--- config.mk ---
export PLATFORM = sky130hd
export DESIGN_NAME = simple_tester_flat
export DESIGN_NICKNAME = d
export VERILOG_FILES = /design/src/rtl/simple_tester_if.sv /design/src/rtl/simple_tester.sv /design/src/flat_wrapper.sv
export SDC_FILE = /design/constraint.sdc
export NUM_CORES = 1
export LEC_CHECK = 0
export BUFFER_PORTS_ARGS = -buffer_cell sky130_fd_sc_hd__buf_2
export CAP_MARGIN = 5
export CORE_MARGIN = 2
export CORE_UTILIZATION = 50
export CTS_BUF_LIST = sky130_fd_sc_hd__clkbuf_4
export DETAILED_ROUTE_END_ITERATION = 6
export PLACE_DENSITY = 0.74
export SYNTH_ARGS = -nofsm -noshare
export SYNTH_HDL_FRONTEND = slang
export SYNTH_SLANG_ARGS = --single-unit
--- constraint.sdc ---
create_clock -name clk -period 2.5 [get_ports clk]
set_input_delay 0.125 -clock clk [delete_from_list [all_inputs] [get_ports clk]]
set_output_delay 0.125 -clock clk [all_outputs]
set_load 0.01 [all_outputs]
--- src/rtl/simple_tester_if.sv ---
// Signal bundle between the tester and the combinational block under test.
// The master side is the tester itself; the slave side is whatever supplies
// START and the logic block's responses.
interface simple_tester_if;
  logic       start;
  logic       drv_in1;
  logic       drv_in2;
  logic       obs_and;
  logic       obs_or;
  logic       obs_not_in1;
  logic       busy;
  logic       done;
  logic       pass;
  logic [3:0] err_cnt;
  logic [3:0] fail_vec;
  logic [1:0] state_dbg;

  modport master (
    input  start, obs_and, obs_or, obs_not_in1,
    output drv_in1, drv_in2, busy, done, pass, err_cnt, fail_vec, state_dbg
  );

  modport slave (
    output start, obs_and, obs_or, obs_not_in1,
    input  drv_in1, drv_in2, busy, done, pass, err_cnt, fail_vec, state_dbg
  );
endinterface

--- src/rtl/simple_tester.sv ---
// Built-in tester for a two-input AND/OR/NOT block. It drives the four input
// combinations 00,01,10,11 in order, holds each for SETTLE+1 cycles, samples
// the three responses on the last edge of each vector and accumulates a
// mismatch count plus a per-vector fail mask.
// START is a level request: it is taken on any rising edge while IDLE and
// ignored in RUN and FIN. BUSY marks the RUN phase and DONE is a one-cycle
// pulse in FIN, after which PASS/ERR_CNT/FAIL_VEC are stable until the next
// accepted START.
module simple_tester #(
  parameter int unsigned SETTLE = 2
) (
  input logic            clk,
  input logic            rst,
  simple_tester_if.master bus
);

  typedef enum logic [1:0] {
    IDLE = 2'd0,
    RUN  = 2'd1,
    FIN  = 2'd2
  } state_t;

  state_t     state;
  state_t     state_nxt;
  logic [1:0] vec_idx;
  logic [3:0] settle_cnt;
  logic [3:0] err_cnt;
  logic [3:0] fail_vec;
  logic       pass;

  logic       accept;
  logic       sample_now;
  logic       last_vec;
  logic       exp_and;
  logic       exp_or;
  logic       exp_not;
  logic [1:0] mism_cnt;
  logic [3:0] err_sum;

  // Qualifiers: START acceptance, sample edge of the current vector, last vector.
  always_comb begin
    accept     = (state == IDLE) && bus.start;
    sample_now = (state == RUN) && (settle_cnt == 4'(SETTLE));
    last_vec   = (vec_idx == 2'd3);
  end

  // Expected responses for the vector being driven and the number of bad bits.
  always_comb begin
    exp_and  = vec_idx[1] & vec_idx[0];
    exp_or   = vec_idx[1] | vec_idx[0];
    exp_not  = ~vec_idx[1];
    mism_cnt = {1'b0, bus.obs_and ^ exp_and}
             + {1'b0, bus.obs_or ^ exp_or}
             + {1'b0, bus.obs_not_in1 ^ exp_not};
    err_sum  = err_cnt + {2'b00, mism_cnt};
  end

  // State register.
  always_ff @(posedge clk or posedge rst) begin
    if (rst) begin
      state <= IDLE;
    end else begin
      state <= state_nxt;
    end
  end

  // Next-state logic: FIN lasts exactly one cycle.
  always_comb begin
    state_nxt = state;
    case (state)
      IDLE:    if (accept) state_nxt = RUN;
      RUN:     if (sample_now && last_vec) state_nxt = FIN;
      FIN:     state_nxt = IDLE;
      default: state_nxt = IDLE;
    endcase
  end

  // Sequencing counters and result registers.
  always_ff @(posedge clk or posedge rst) begin
    if (rst) begin
      vec_idx    <= 2'd0;
      settle_cnt <= 4'd0;
      err_cnt    <= 4'd0;
      fail_vec   <= 4'd0;
      pass       <= 1'b0;
    end else if (accept) begin
      vec_idx    <= 2'd0;
      settle_cnt <= 4'd0;
      err_cnt    <= 4'd0;
      fail_vec   <= 4'd0;
      pass       <= 1'b0;
    end else if (state == RUN) begin
      if (sample_now) begin
        err_cnt    <= err_sum;
        settle_cnt <= 4'd0;
        if (mism_cnt != 2'd0) fail_vec[vec_idx] <= 1'b1;
        // PASS is decided on the edge that enters FIN, using the final count.
        if (last_vec) pass <= (err_sum == 4'd0);
        else          vec_idx <= vec_idx + 2'd1;
      end else begin
        settle_cnt <= settle_cnt + 4'd1;
      end
    end
  end

  // Outputs decode directly from registers; the stimulus is quiet outside RUN.
  always_comb begin
    bus.busy      = (state == RUN);
    bus.done      = (state == FIN);
    bus.drv_in1   = (state == RUN) ? vec_idx[1] : 1'b0;
    bus.drv_in2   = (state == RUN) ? vec_idx[0] : 1'b0;
    bus.pass      = pass;
    bus.err_cnt   = err_cnt;
    bus.fail_vec  = fail_vec;
    bus.state_dbg = state;
  end

endmodule

--- src/flat_wrapper.sv ---
// flat-port wrapper written by rule: the top's interface ports become plain ports
module simple_tester_flat 
#(
  parameter int unsigned SETTLE = 2
)
  (clk, rst, bus_start, bus_obs_and, bus_obs_or, bus_obs_not_in1, bus_drv_in1, bus_drv_in2, bus_busy, bus_done, bus_pass, bus_err_cnt, bus_fail_vec, bus_state_dbg);
  simple_tester_if bus_i ();
  input logic clk;
  input logic rst;
  input wire logic [$bits(bus_i.start)-1:0] bus_start;
  input wire logic [$bits(bus_i.obs_and)-1:0] bus_obs_and;
  input wire logic [$bits(bus_i.obs_or)-1:0] bus_obs_or;
  input wire logic [$bits(bus_i.obs_not_in1)-1:0] bus_obs_not_in1;
  output wire logic [$bits(bus_i.drv_in1)-1:0] bus_drv_in1;
  output wire logic [$bits(bus_i.drv_in2)-1:0] bus_drv_in2;
  output wire logic [$bits(bus_i.busy)-1:0] bus_busy;
  output wire logic [$bits(bus_i.done)-1:0] bus_done;
  output wire logic [$bits(bus_i.pass)-1:0] bus_pass;
  output wire logic [$bits(bus_i.err_cnt)-1:0] bus_err_cnt;
  output wire logic [$bits(bus_i.fail_vec)-1:0] bus_fail_vec;
  output wire logic [$bits(bus_i.state_dbg)-1:0] bus_state_dbg;
  assign bus_i.start = bus_start;
  assign bus_i.obs_and = bus_obs_and;
  assign bus_i.obs_or = bus_obs_or;
  assign bus_i.obs_not_in1 = bus_obs_not_in1;
  assign bus_drv_in1 = bus_i.drv_in1;
  assign bus_drv_in2 = bus_i.drv_in2;
  assign bus_busy = bus_i.busy;
  assign bus_done = bus_i.done;
  assign bus_pass = bus_i.pass;
  assign bus_err_cnt = bus_i.err_cnt;
  assign bus_fail_vec = bus_i.fail_vec;
  assign bus_state_dbg = bus_i.state_dbg;
  simple_tester #(.SETTLE(SETTLE)) u_core (.clk(clk), .rst(rst), .bus(bus_i));
endmodule
---- Word-level counts from Yosys, hierarchy flattened ----
Cells that the tools add are included.
word-level totals
  register bits ........................... 17
  output and inout bits ................... 15
cells by class
  bitwise operators ....................... 7
  reduce and logical (&&, ||, !) cells .... 16
  order comparisons ....................... 2
  eq/ne operators ......................... 7
  mux-type cells .......................... 25
  add/sub/neg operators ................... 5
operator list
  kind                   number
  $mux W4                10
  $mux W2                6
  $reduce_bool A2 Y1     5
  $reduce_and A3 Y1      3
  $mux W1                7
  $ne A2 B1 Y1 const B   3
  $add A4 B1 Y4 const B  1
  $add A4 B2 Y4          1
  $eq A2 B2 Y1 const B   2
  $eq A4 B2 Y1 const B   1
  $logic_and A1 B1 Y1    4
  $logic_not A4 Y1       1
  $or A4 B4 Y4           1
  $pmux W2 S2            1
  $reduce_and A2 Y1      2
  $lt A2 B3 Y1 const B   1
  $xor A1 B1 Y1          3
  $add A1 B1 Y2          1
  $add A2 B1 Y2          1
  $add A2 B1 Y2 const B  1
  $demux W1 S2           1
  $eq A2 B1 Y1 const B   1
  $ge A2 B1 Y1 const B   1
  $logic_not A2 Y1       1
  other kinds (3)        3

---- Longest topological paths before layout ----
  word-level depth ........................ 10
  depth in mapped cells ................... 11
  mapped depth without buffers ............ 11

---- Worst setup path before layout ----
Ideal clock, no wire load.
  path type ............................... register -> register
  start point ............................. register u_core.vec_idx[1]
  end point ............................... register u_core.pass (netlist: u_core.bus.pass)
  clock period less this slack ............ 2540 ps
  arrival time ............................ 2462 ps
  slack ................................... -40 ps
  stages on the path, launching flop included .. 12
  required time ........................... 2422 ps
  cells stage by stage .................... dfrtp_1 > inv_1 > ha_1 > xor2_1 > fa_1 > inv_1 > ha_1 > fa_1 > xor2_1 > nor3_1 > nand4_1 > a21oi_1
between the ends
  cells in the longest elaborated chain, start to end .. 10
  elaborated cells on any way between the ends .. 17
  those cells by class .................... 3 x add/sub; 1 x eq/ne; 4 x mux; 6 x bitwise; 3 x reduce/logical
ends and longest elaborated chain
  element                                        line                                      RTL
  from (decl)                                    simple_tester.sv:25                       logic [1:0] vec_idx;
  from (signal assigned)                         simple_tester.sv:99                       else vec_idx <= vec_idx + 2'd1;
  $and A1 B1 Y1 or $or A1 B1 Y1 (tied branches)  simple_tester.sv:49, simple_tester.sv:50
  $xor A1 B1 Y1 (on tied branches)               simple_tester.sv:52, simple_tester.sv:53
  $add A1 B1 Y2                                  simple_tester.sv:53                       + {1'b0, bus.obs_or ^ exp_or}
  $add A2 B1 Y2                                  simple_tester.sv:54                       + {1'b0, bus.obs_not_in1 ^ exp_not};
  $add A4 B2 Y4                                  simple_tester.sv:55                       err_sum = err_cnt + {2'b00, mism_cnt};
  $logic_not A4 Y1                               simple_tester.sv:98                       if (last_vec) pass <= (err_sum == 4'd0);
  $mux W1                                        simple_tester.sv:98
  $mux W1                                        simple_tester.sv:93                       if (sample_now) begin
  $mux W1                                        simple_tester.sv:92                       end else if (state == RUN) begin
  $mux W1                                        simple_tester.sv:86                       end else if (accept) begin
  to (signal assigned)                           simple_tester.sv:98
  to (decl)                                      simple_tester.sv:29                       logic pass;
Several ways; a longest one is shown, not always the timed one. The select of a mux whose other input is x is not followed.
A chain may end at the register's enable or synchronous reset.

---- Final worst setup path ----
  start point ............................. register u_core.vec_idx[0]
  end point ............................... register u_core.pass (netlist: u_core.bus.pass)
Same word-level chain as after synthesis.

==> flow_summary_export.csv <==
group,metric,value,unit
outcome,status,"complete, but fails checks",
outcome,violations,"negative setup slack",
timing,fin_crit_sh,102,%
clock_network,htreeDepth,1,
drt,viasPerCell,5.13,
setup_path,end_kind,"register",
setup_path,crit_type,"reg2reg",
setup_path,cp-startpoint,"u_core.vec_idx[0]",
job,drv_cap,0,
logic_synthesis,yosysUniqueCellTypes,30,
cells_and_area,final_nets,149,
timing,tightest_slew,0.653,ns
timing,maxSlewHeadroom,56.4,%
logic_synthesis,yosysTopAreaCell,"dfrtp_1",
global_routing,grt_max_degree,18,
drt,drt-total-wl,2100,um
global_routing,grt_pass1_wl,3650,um
drt,drt_iter0_drc,21,
placement,dp.final_hpwl,1470,um
logic_synthesis,yosysMostFrequentCell,"dfrtp_1",
placement,gp_congestion,0.785,
floorplan,die_w,48.8,um
logic_synthesis,netlist.area_leader.share,42.4,%
pwr,p_per_area,1250,nW/um2
cells_and_area,antennaDiodeCount,0,
logic_synthesis,syn_avg_cell_area,9.84,um2
pwr,p_leak,0.654,nW
hold_path,min_path_cells,3,
logic_synthesis,synthArstFlopShare,100,%
logic_synthesis,synth_cells,102,
cells_and_area,fillCellCount,159,
setup_path,ff2ff_setup_slack,-0.05,ns
global_routing,antenna_found_initial,0,
global_routing,grt_pass1_vias,799,
clock_network,cts.sinks,17,
setup_path,cp-start-kind,"register",
hold_path,hold_end,"u_core.bus.state_dbg[0]",
logic_synthesis,synth.cell_area,1000,um2
setup_path,crit_path_max_fanout,3,
clock_network,cts_inserted_buffers,3,
drt,drtPass1Iterations,4,
timing,finalSetupTns,-0.0548,ns
placement,port-buffer-count,20,
logic_synthesis,ys_ff_latch,17,
clock_network,cts-root-buf,"clkbuf_4",
cells_and_area,areaGrowthSynthToFinish,26.4,%
logic_synthesis,ys_seq_area_share,42.4,%
drt,antenna_left,0,
clock_network,clkLatencyLatePin,0.30,ns
timing,skew,0.00414,ns
drt,wl_per_cell,13.2,um
placement,place_ws,-0.0764,ns
logic_synthesis,syn-num-nets,118,
timing,hold_slack,0.169,ns
cells_and_area,instances_no_fill,159,
global_routing,grtUsageTotal,20.0,%
timing,final_hold_viol_count,0,
global_routing,grt-ovfl-total,0,
timing,setup_viol,1,
floorplan,core_area,1920,um2
floorplan,start_util,52.2,%
cells_and_area,drive_gt1_share,36.4,%
timing,fin_ws,-0.0548,ns
setup_path,r2r_start,"u_core.vec_idx[0]",
timing,rsz0062_at_grt,"yes",
setup_path,reg2reg_depth,11,
clock_network,path_clk_slew,0.10,ns
setup_path,worst_ep_required_time,2.74,ns
hold_path,min-delay-start,"bus_start",
timing,drv_slew,0,
floorplan,die_h,48.8,um
clock_network,cts.path.max_buffers,2,
logic_synthesis,synth_commonest_cells,"dfrtp_1 (17), nor2_1 (15), nand2_1 (11), ha_1 (8), inv_1 (6)",
floorplan,dieArea,2380,um2
setup_path,reg2reg_to,"u_core.bus.pass",
timing,min_period,2.55,ns
setup_path,cp.arrival,2.79,ns
hold_path,hp-class,"in2reg",
logic_synthesis,synthFlopType,"dfrtp_1",
logic_synthesis,ys_top_cells_by_area,"dfrtp_1 (42%), ha_1 (10%), nor2_1 (5.6%), nand2_1 (4.1%), fa_1 (4.0%)",
placement,place_inst,150,
clock_network,tritoncts,"built",
floorplan,io_pins,21,
pwr,ir_worst_vdd,721,uV
timing,fmax,391,MHz
logic_synthesis,synth_warnings,0,
floorplan,rows,16,
drt,vias,815,
logic_synthesis,synth_edf_count,0,
drt,route.detailed.drc,0,
cells in the final DEF (no fill, tap or decap), drive strengths merged, types with 2 or more instances in the layout:
cell type	instances
buf	29
dfrtp	17
nor2	15
nand2	11
ha	8
inv	7
o21ai	4
a31oi	4
clkbuf	4
nand3	3
mux2i	3
xor2	3
nor2b	2
a21o	2
nor3	2
a21oi	2
xnor2	2
fa	2
critical path, stage by stage (launching register included):
cell     delay [ns]
dfrtp_1        0.45
inv_2          0.08
ha_4           0.17
xor2_2         0.14
fa_1           0.50
inv_1          0.05
ha_2           0.17
fa_2           0.35
xor2_1         0.15
nor3_1         0.15
nand4_1        0.14
a21oi_2        0.15
worst max path at each step:
stage                      end  slack [ns]
2_1_floorplan  u_core.bus.pass        0.01
3_3_place_gp   u_core.bus.pass        0.01
3_5_place_dp   u_core.bus.pass       -0.08
4_1_cts        u_core.bus.pass       -0.05
5_1_grt        u_core.bus.pass       -0.20
6_report       u_core.bus.pass       -0.05
registers in the layout (all words and copies together) (netlist names):
| name | count |
|---|---|
| u_core.settle_cnt | 4 |
| u_core.bus.state_dbg | 2 |
| u_core.vec_idx | 2 |
| u_core.bus.pass | 1 |
| u_core.bus.err_cnt | 4 |
| u_core.bus.fail_vec | 4 |
logic make-up (layout without fill, tap and decap cells):
group,Yosys count,count (layout),synth area share (%)
mux,4,4,4.11
buf+inv,11,41,6.36
xor+xnor,5,5,4.36
simple gates,38,38,17.3
flops,17,17,42.4
compound gates,17,17,11.5
fa+ha+maj,10,10,14.0
power breakdown:
part	internal [mW]	switching, mW
clock	0.0731	0.0888
combinational	0.437	0.476
sequential	0.384	0.125
final cells by class:
type	instances	area [um2]	area share, %
timing repair buffer	30	181	14.3
tap	27	33.8	2.66
sequential	17	427	33.6
multi-input combinational	74	571	45.0
inverter	7	26.3	2.07
clock buffer	4	30.0	2.37
metal layers:
metal,track usage (%),wire (um),up-vias
li1,-,-,406
met4,5.24,11,0
met1,26.8,916,391
met3,6.13,88,2
met2,31.7,1090,16
met5,0,0,-
timing repair:
action | 4_1_cts | 5_1_grt
pin swaps | 7 | 6
gates cloned | 0 | 0
resized for setup | 6 | 7
endpoints found under the setup margin | 1 | 1
hold endpoints to repair | 17 | 0
buffers inserted | 4 | 1
hold buffers | 1 | 0
through the flow:
| step | power (mW) | utilization, % | area [um2] |
|---|---|---|---|
| finish | 1.58 | 66.0 | 1270 |
| global route | 1.74 | 66.0 | 1270 |
| CTS | 1.56 | 64.1 | 1230 |
| detailed placement | 1.32 | 59.3 | 1140 |
| global placement | 1.29 | 59.3 | 1140 |
| floorplan | 1.11 | - | 1010 |
No activity file was read; power rests on OpenSTA's default activity.
